===== src/rtl/prio_encoder83_pkg.sv =====
// prio_encoder83_pkg: shared request-width constants and the 3-to-8 one-hot helper
// used by both the encoder and its companion decoder.
package prio_encoder83_pkg;
    localparam int WIDTH = 8;
    localparam int IDX_W = 3;

    function automatic logic [WIDTH-1:0] onehot(input logic [IDX_W-1:0] idx);
        return WIDTH'(1) << idx;
    endfunction
endpackage


===== src/rtl/prio_encoder83_msb_find8.sv =====
// msb_find8: combinational MSB-first search returning the highest set index of an
// 8-bit vector plus an any-set flag.
module msb_find8 (
    input  logic [7:0] vec_i,
    output logic [2:0] idx_o,
    output logic       any_o
);
    always_comb begin
        idx_o = '0;
        for (int i = 0; i < 8; i++)
            if (vec_i[i]) idx_o = 3'(i);
        any_o = |vec_i;
    end
endmodule


===== src/rtl/prio_encoder83.sv =====
// prio_encoder83: latches requests into a pending set and issues them one code at a
// time, highest index first, over a valid/ready handshake.
module prio_encoder83
    import prio_encoder83_pkg::*;
#(
    parameter int WIDTH_P = WIDTH,
    parameter int IDX_W_P = IDX_W
) (
    input  logic               clk,
    input  logic               rst_n,
    input  logic               en,
    input  logic [WIDTH_P-1:0] req,
    output logic [IDX_W_P-1:0] code_o,
    output logic               valid_o,
    input  logic               ready_i,
    output logic [WIDTH_P-1:0] pending_o,
    output logic               drop_o
);
    logic [WIDTH_P-1:0] pending_q, pending_d, req_m, clr;
    logic [IDX_W_P-1:0] code_q, code_d, top_idx;
    logic               valid_q, valid_d, drop_q, drop_d, any, load, serve;

    msb_find8 u_find (
        .vec_i(pending_q),
        .idx_o(top_idx),
        .any_o(any)
    );

    always_comb begin
        req_m     = en ? req : '0;
        load      = !valid_q || ready_i;
        serve     = load && any;
        clr       = serve ? onehot(top_idx) : '0;
        // set wins: a request on the bit being served re-pends it
        pending_d = (pending_q & ~clr) | req_m;
        code_d    = serve ? top_idx : code_q;
        valid_d   = load ? any : valid_q;
        drop_d    = |(req_m & pending_q & ~clr);
    end

    always_ff @(posedge clk or negedge rst_n) begin
        if (!rst_n) begin
            pending_q <= '0;
            code_q    <= '0;
            valid_q   <= 1'b0;
            drop_q    <= 1'b0;
        end else begin
            pending_q <= pending_d;
            code_q    <= code_d;
            valid_q   <= valid_d;
            drop_q    <= drop_d;
        end
    end

    assign pending_o = pending_q;
    assign code_o    = code_q;
    assign valid_o   = valid_q;
    assign drop_o    = drop_q;
endmodule


===== config.mk =====
export PLATFORM = sky130hd
export DESIGN_NAME = prio_encoder83
export DESIGN_NICKNAME = d
export VERILOG_FILES = /design/src/rtl/prio_encoder83_pkg.sv /design/src/rtl/prio_encoder83_msb_find8.sv /design/src/rtl/prio_encoder83.sv
export SDC_FILE = /design/constraint.sdc
export NUM_CORES = 1
export LEC_CHECK = 0
export ABC_CLOCK_PERIOD_IN_PS = 1360
export BUFFER_PORTS_ARGS = -buffer_cell sky130_fd_sc_hd__buf_2
export CAP_MARGIN = 20
export CORE_MARGIN = 2
export CORE_UTILIZATION = 42
export CTS_CLUSTER_SIZE = 16
export DETAILED_ROUTE_END_ITERATION = 7
export GPL_TIMING_DRIVEN = 0
export PLACE_DENSITY = 0.83
export SLEW_MARGIN = 10
export SYNTH_ARGS = -nofsm -noshare
export SYNTH_HDL_FRONTEND = slang
export SYNTH_SLANG_ARGS = --single-unit

===== constraint.sdc =====
create_clock -name clk -period 1.36 [get_ports clk]
set_input_delay 0.068 -clock clk [delete_from_list [all_inputs] [get_ports clk]]
set_output_delay 0.068 -clock clk [all_outputs]
set_load 0.005 [all_outputs]

==> reports/metrics.yaml, run 1 <==
outcome: "finished with violations"
failed_checks: "negative setup slack"
wl_per_cell_um: 14.5
cts_buffers: 3
ioPinCount: 25
maxCapViolations: 0
placed_cells: 113
final_area_um2: 898
die_w_um: 44.1
ys_types: 28
grt_overflow_total: 0
synthSimpleGateAreaFrac: 0.222
syn_nets: 86
ys_seq_area_frac: 0.481
fin_nets: 118
leakage_nw: 0.401
fp.dieH_um: 44.1
yosys.area_share.xor_xnor: 0
synth_area_leader_cell: "dfrtp_1"
maxSlewHeadroom: 0.727
synthTopCellsByArea: "dfrtp_1 (48%), nand2_1 (6.7%), o21ai_0 (5.9%)"
mappedNetlistArea_um2: 676
dp_hpwl_um: 1190
drtIter0Drc: 23
critPathLaunchType: "flop"
die_area_um2: 1950
drive_gt1_frac: 0.362
crit_type: "reg -> reg"
fin_crit_sh: 1.09
place_congestion: 0.814
multi_input_comb_area_um2: 344
start_util: 0.449
dpl_worst_slack_ns: -0.224
end_kind: "flop"
final_max_slew_viol_count: 0
ir_worst_vdd_mv: 0.475
final.setup.tns_ns: -0.171
clkLatencyLatePin_ns: 0.27
async_flop_share: 1.00
final_util: 0.596
final-seq-area_um2: 329
io_buffers: 23
yosysTopAreaCellShare: 0.481
synth_edf_count: 0
setup_ws_ns: -0.125
core_area_um2: 1510
synth_flop_cell: "dfrtp_1"
cts_tree: "done"
ys_seq_elements: 13
cts.sinks: 13
yosys.area_share.adder: 0
grt_max_degree: 14
reg2reg_depth: 4
max_freq_mhz: 673
crit_fanout: 6
synthCells: 74
drc: 0
worstHoldPathType: "in -> reg"
totalWireLength_um: 1760
fin_hold_ws_ns: 0.00445
skew_ns: 0.00792
clock_path_buffers: 2
setup_viol: 3
cts_root_buf: "clkbuf_4"
antenna_found_initial: 0
final_cells: 121
crit_arrival_ns: 1.62
cts.htree.levels: 1
synth_compound_area_frac: 0.256
finalPower_mw: 0.881
first_pass_iters: 5
hp-start: "req[6]"
num_antenna_cells: 0
r2r_start: "pending_o[5]$_DFF_PN0_"
place_area_um2: 813
grt.total_usage: 0.191
rows: 14
max_stage_delay_ns: 0.46
syn_area_per_cell_um2: 9.13
nFillCells: 126
synth_warnings: 0
final-hold-violation-count: 0
crit_start: "pending_o[5]$_DFF_PN0_"
grt_pass1_vias: 624
postRouteAntennaNets: 0
cp_data_required_time_ns: 1.50
synth_top_family_by_area: "compound AO/OA/AOI/OAI gates"
whs_path_depth: 3
grt_pass1_wl_um: 2680
muxShareOfSynthArea: 0
clkTransAtPathRegs_ns: 0.09
worst_path_max_delay_cell: "dfrtp_2"
routed_via_density: 6.07
crit_chain: "nor4_4 -> a21boi_1 -> and4b_1 -> a41oi_1"
worstMarginPinSlew_ns: 0.410
fin_crit_ns: 1.49
rsz0062_at_grt: "true"
via_count: 734
pwr_density_cell_nw_per_um2: 980
ff2ff_setup_slack_ns: -0.13
syn_to_final_growth_pct: 33.0
-- where the power goes --
group / switching, mW / internal (mW)
Clock: 0.126 / 0.114
Sequential: 0.0446 / 0.418
Combinational: 0.0892 / 0.0890
Total: 0.260 / 0.621
-- synthesized netlist by cell type, types with 2 or more instances --
cell,count
a21oi_1,2
a22o_1,3
a31oi_1,3
dfrtp_1,13
inv_1,4
nand2_1,12
nand2b_1,2
nand3_1,3
nor2_1,4
nor2b_1,2
o211ai_1,2
o21ai_0,8
-- layout make-up --
cell class	count	area share
buffer	2	0.00975
multi-input combinational	54	0.383
sequential	13	0.366
tap	16	0.0223
inverter	4	0.0167
timing repair buffer	28	0.173
clock buffer	4	0.0292
-- worst paths after layout --
| check | endpoint |
|---|---|
| setup / recovery | drop_o$_DFF_PN0_ |
| hold / removal | pending_o[6]$_DFF_PN0_ |
| setup reg to reg | drop_o$_DFF_PN0_ |
| hold reg to reg | code_o[2]$_DFFE_PN0P_ |
| max in group asynchronous | pending_o[6]$_DFF_PN0_ |
| min in group asynchronous | pending_o[7]$_DFF_PN0_ |
-- per-layer routing --
layer  up-vias  global-route usage  part of all wire
li1        333                   -                 -
met4         0              0.0970             0.035
met3         8              0.0490             0.080
met1       348               0.226              0.38
met5         -                   0                 0
met2        45               0.321              0.50
-- worst max-delay path: cells and delay by family, from the launching register on --
family,cells,cell delay (ns)
simple gates,2,0.67
compound gates,2,0.21
flops,1,0.46
-- registers in the layout (all words and copies together) (netlist names) --
| register | flops |
|---|---|
| pending_o | 8 |
| code_o | 3 |
| drop_o | 1 |
| valid_o | 1 |
-- timing repair --
item | in CTS | in global routing
resized for setup | 3 | 3
buffers inserted | 1 | 3
pin swaps | 1 | 1
hold buffers | 1 | 0
endpoints found under the hold margin | 13 | 0
endpoints found under the setup margin | 7 | 6
-- kinds of logic after synthesis --
family / Yosys count
flops: 13
buf+inv: 7
compound gates: 26
simple gates: 28
-- cells in the final DEF, fill, tap and decap left out, drive strengths merged, types with 2 or more instances in the layout --
cell / n
nor2: 4
nand2: 12
buf: 29
nor2b: 2
nand2b: 2
clkbuf: 4
o21ai: 8
nor4: 2
inv: 4
a31oi: 3
a21oi: 2
a21boi: 2
a22o: 3
o211ai: 2
dfrtp: 13
nand3: 3
No activity file was read; power rests on OpenSTA's default activity.
==> run 2: changes to the inputs <==
CORE_MARGIN = 10   (was 2)
==> run 2 against run 1 <==
Compared with the run above:
- the run still ends with negative setup slack left
- via count fell by 4.6%
- sequential power barely moved
- sequential cell count did not move
- global-route usage fell by 8.3 points
==> reports/metrics.yaml, run 2 (synthesized netlist as in run 1, its figures left out) <==
maxCapViolations: 0  # unchanged
rsz0062_at_grt: "true"  # unchanged
max_freq_mhz: 665  # was 673 MHz
wl_met1_um: 788  # was 666 um
largest_reg_flops: 8  # unchanged
placed_cells: 113  # unchanged
highest_layer: "met4"  # unchanged
cts_buffers: 3  # unchanged
cp_data_required_time_ns: 1.49  # was 1.50 ns
final-hold-violation-count: 0  # unchanged
drive_gt1_frac: 0.376  # was 0.362
ioPinCount: 25  # unchanged
failed_checks: "negative setup slack"  # unchanged
pwr_density_cell_nw_per_um2: 960  # was 980 nW/um2
ff2ff_setup_slack_ns: -0.14  # was -0.13 ns
final_util: 0.622  # was 0.596
worstHoldPathType: "in -> reg"  # unchanged
num_antenna_cells: 0  # unchanged
grt.total_usage: 0.109  # was 0.191
skew_ns: 0.00485  # was 0.00792 ns
leakage_nw: 0.418  # was 0.401 nW
cts_tree: "done"  # unchanged
cts.sinks: 13  # unchanged
grt_pass1_wl_um: 3060  # was 2680 um
wl_per_cell_um: 15.2  # was 14.5 um
dr_wl_met2_um: 963  # was 886 um
grt_max_degree: 14  # unchanged
fin_crit_ns: 1.50  # was 1.49 ns
crit_type: "reg -> reg"  # unchanged
met3_length_um: 136  # was 140 um
drc: 0  # unchanged
clkLatencyLatePin_ns: 0.27  # about the same
critPathLaunchType: "flop"  # unchanged
dpl_worst_slack_ns: -0.188  # was -0.224 ns
final_max_slew_viol_count: 0  # unchanged
core_area_um2: 1510  # unchanged
die_w_um: 60.1  # was 44.1 um
place_congestion: 0.800  # was 0.814
min_to: "pending_o[0]$_DFF_PN0_"  # was pending_o[6]$_DFF_PN0_
hp-start: "req[0]"  # was req[6]
setup_ws_ns: -0.144  # was -0.125 ns
dp_hpwl_um: 1380  # was 1190 um
fin_nets: 122  # was 118
setup_viol: 4  # was 3
totalWireLength_um: 1900  # was 1760 um
timing.rr.end: "drop_o$_DFF_PN0_"  # unchanged
fin_hold_ws_ns: 0.0223  # was 0.00445 ns
cts.htree.levels: 1  # unchanged
final_common_cell: "buf_2"  # unchanged
crit_arrival_ns: 1.64  # was 1.62 ns
first_pass_iters: 4  # was 5
worstMarginPinSlew_ns: 0.422  # was 0.410 ns
grt_pass1_vias: 730  # was 624
clock_path_buffers: 2  # unchanged
r2r_start: "pending_o[5]$_DFF_PN0_"  # unchanged
start_util: 0.449  # unchanged
fp.dieH_um: 60.1  # was 44.1 um
ir_worst_vdd_mv: 0.564  # was 0.475 mV
clkTransAtPathRegs_ns: 0.08  # was 0.09 ns
layout_common_cells: "buf_2 (24), nand2_1 (11), dfrtp_1 (10)"  # unchanged
fin_crit_sh: 1.11  # was 1.09
antenna_found_initial: 0  # unchanged
end_kind: "flop"  # unchanged
cts_root_buf: "clkbuf_4"  # unchanged
io_buffers: 23  # unchanged
die_area_um2: 3610  # was 1950 um2
routed_via_density: 5.60  # was 6.07
grt_overflow_total: 0  # unchanged
rows: 14  # unchanged
whs_path_depth: 3  # unchanged
crit_fanout: 6  # unchanged
postRouteAntennaNets: 0  # unchanged
final_cells: 125  # was 121
syn_to_final_growth_pct: 38.7  # was 33.0%
maxSlewHeadroom: 0.719  # was 0.727
outcome: "finished with violations"  # unchanged
reg2reg_depth: 4  # unchanged
nFillCells: 114  # was 126
final.setup.tns_ns: -0.308  # was -0.171 ns
drtIter0Drc: 16  # was 23
via_count: 700  # was 734
## run 2: final cells by class
class,instances,area (um2),area share
plain buffers,2,8.76,0.00935
clock buffers,4,26.3,0.0280
inverters,4,15.0,0.0160
multi-input cells,54,348,0.371
flip-flops and latches,13,329,0.351
well taps,16,20.0,0.0214
repair buffers,32,190,0.203
## run 2: worst max-delay path: stages (launching register included)
cell and delay, ns:
dfrtp_2 0.46, nor4_4 0.41, a21boi_1 0.11, and4b_1 0.27, a41oi_1 0.11
## run 2: power breakdown
part / switching [mW] / internal, mW / total (mW) / leakage, nW
Combinational: 0.0924 / 0.102 / 0.194 / 0.273
Clock: 0.128 / 0.114 / 0.242 / 0.0150
Sequential: 0.0448 / 0.418 / 0.463 / 0.130
Total: 0.266 / 0.634 / 0.900 / 0.418
## run 2: stage by stage
stage	total power [mW]	cell area [um2]
after global routing	0.957	937
after floorplan	0.551	678
after CTS	0.892	905
after detailed placement	0.632	813
after global placement	0.625	813
final	0.900	937
## run 2: repair_timing
action	in CTS	in global routing
pin swaps	3	3
cloned	0	0
gates resized for setup	5	4
setup buffers	3	4
hold buffers	3	0
endpoints found under the hold margin	15	0
setup endpoints to repair	7	6
## run 2: how the worst max path moves through the flow
stage,slack [ns],startpoint,depth (start not counted),endpoint
floorplan,0.005,pending_o[5]$_DFF_PN0_,4,drop_o$_DFF_PN0_
global placement,-0.15,pending_o[5]$_DFF_PN0_,4,drop_o$_DFF_PN0_
detailed placement,-0.19,pending_o[3]$_DFF_PN0_,4,code_o[0]$_DFFE_PN0P_
CTS,-0.13,pending_o[6]$_DFF_PN0_,4,drop_o$_DFF_PN0_
global route,-0.21,pending_o[5]$_DFF_PN0_,4,drop_o$_DFF_PN0_
finish,-0.14,pending_o[5]$_DFF_PN0_,4,drop_o$_DFF_PN0_
## run 2: per-layer routing
layer,global-route usage,vias up
li1,-,342
met1,0.112,336
met2,0.182,20
met3,0.0360,2
met4,0.0737,0
met5,0,-
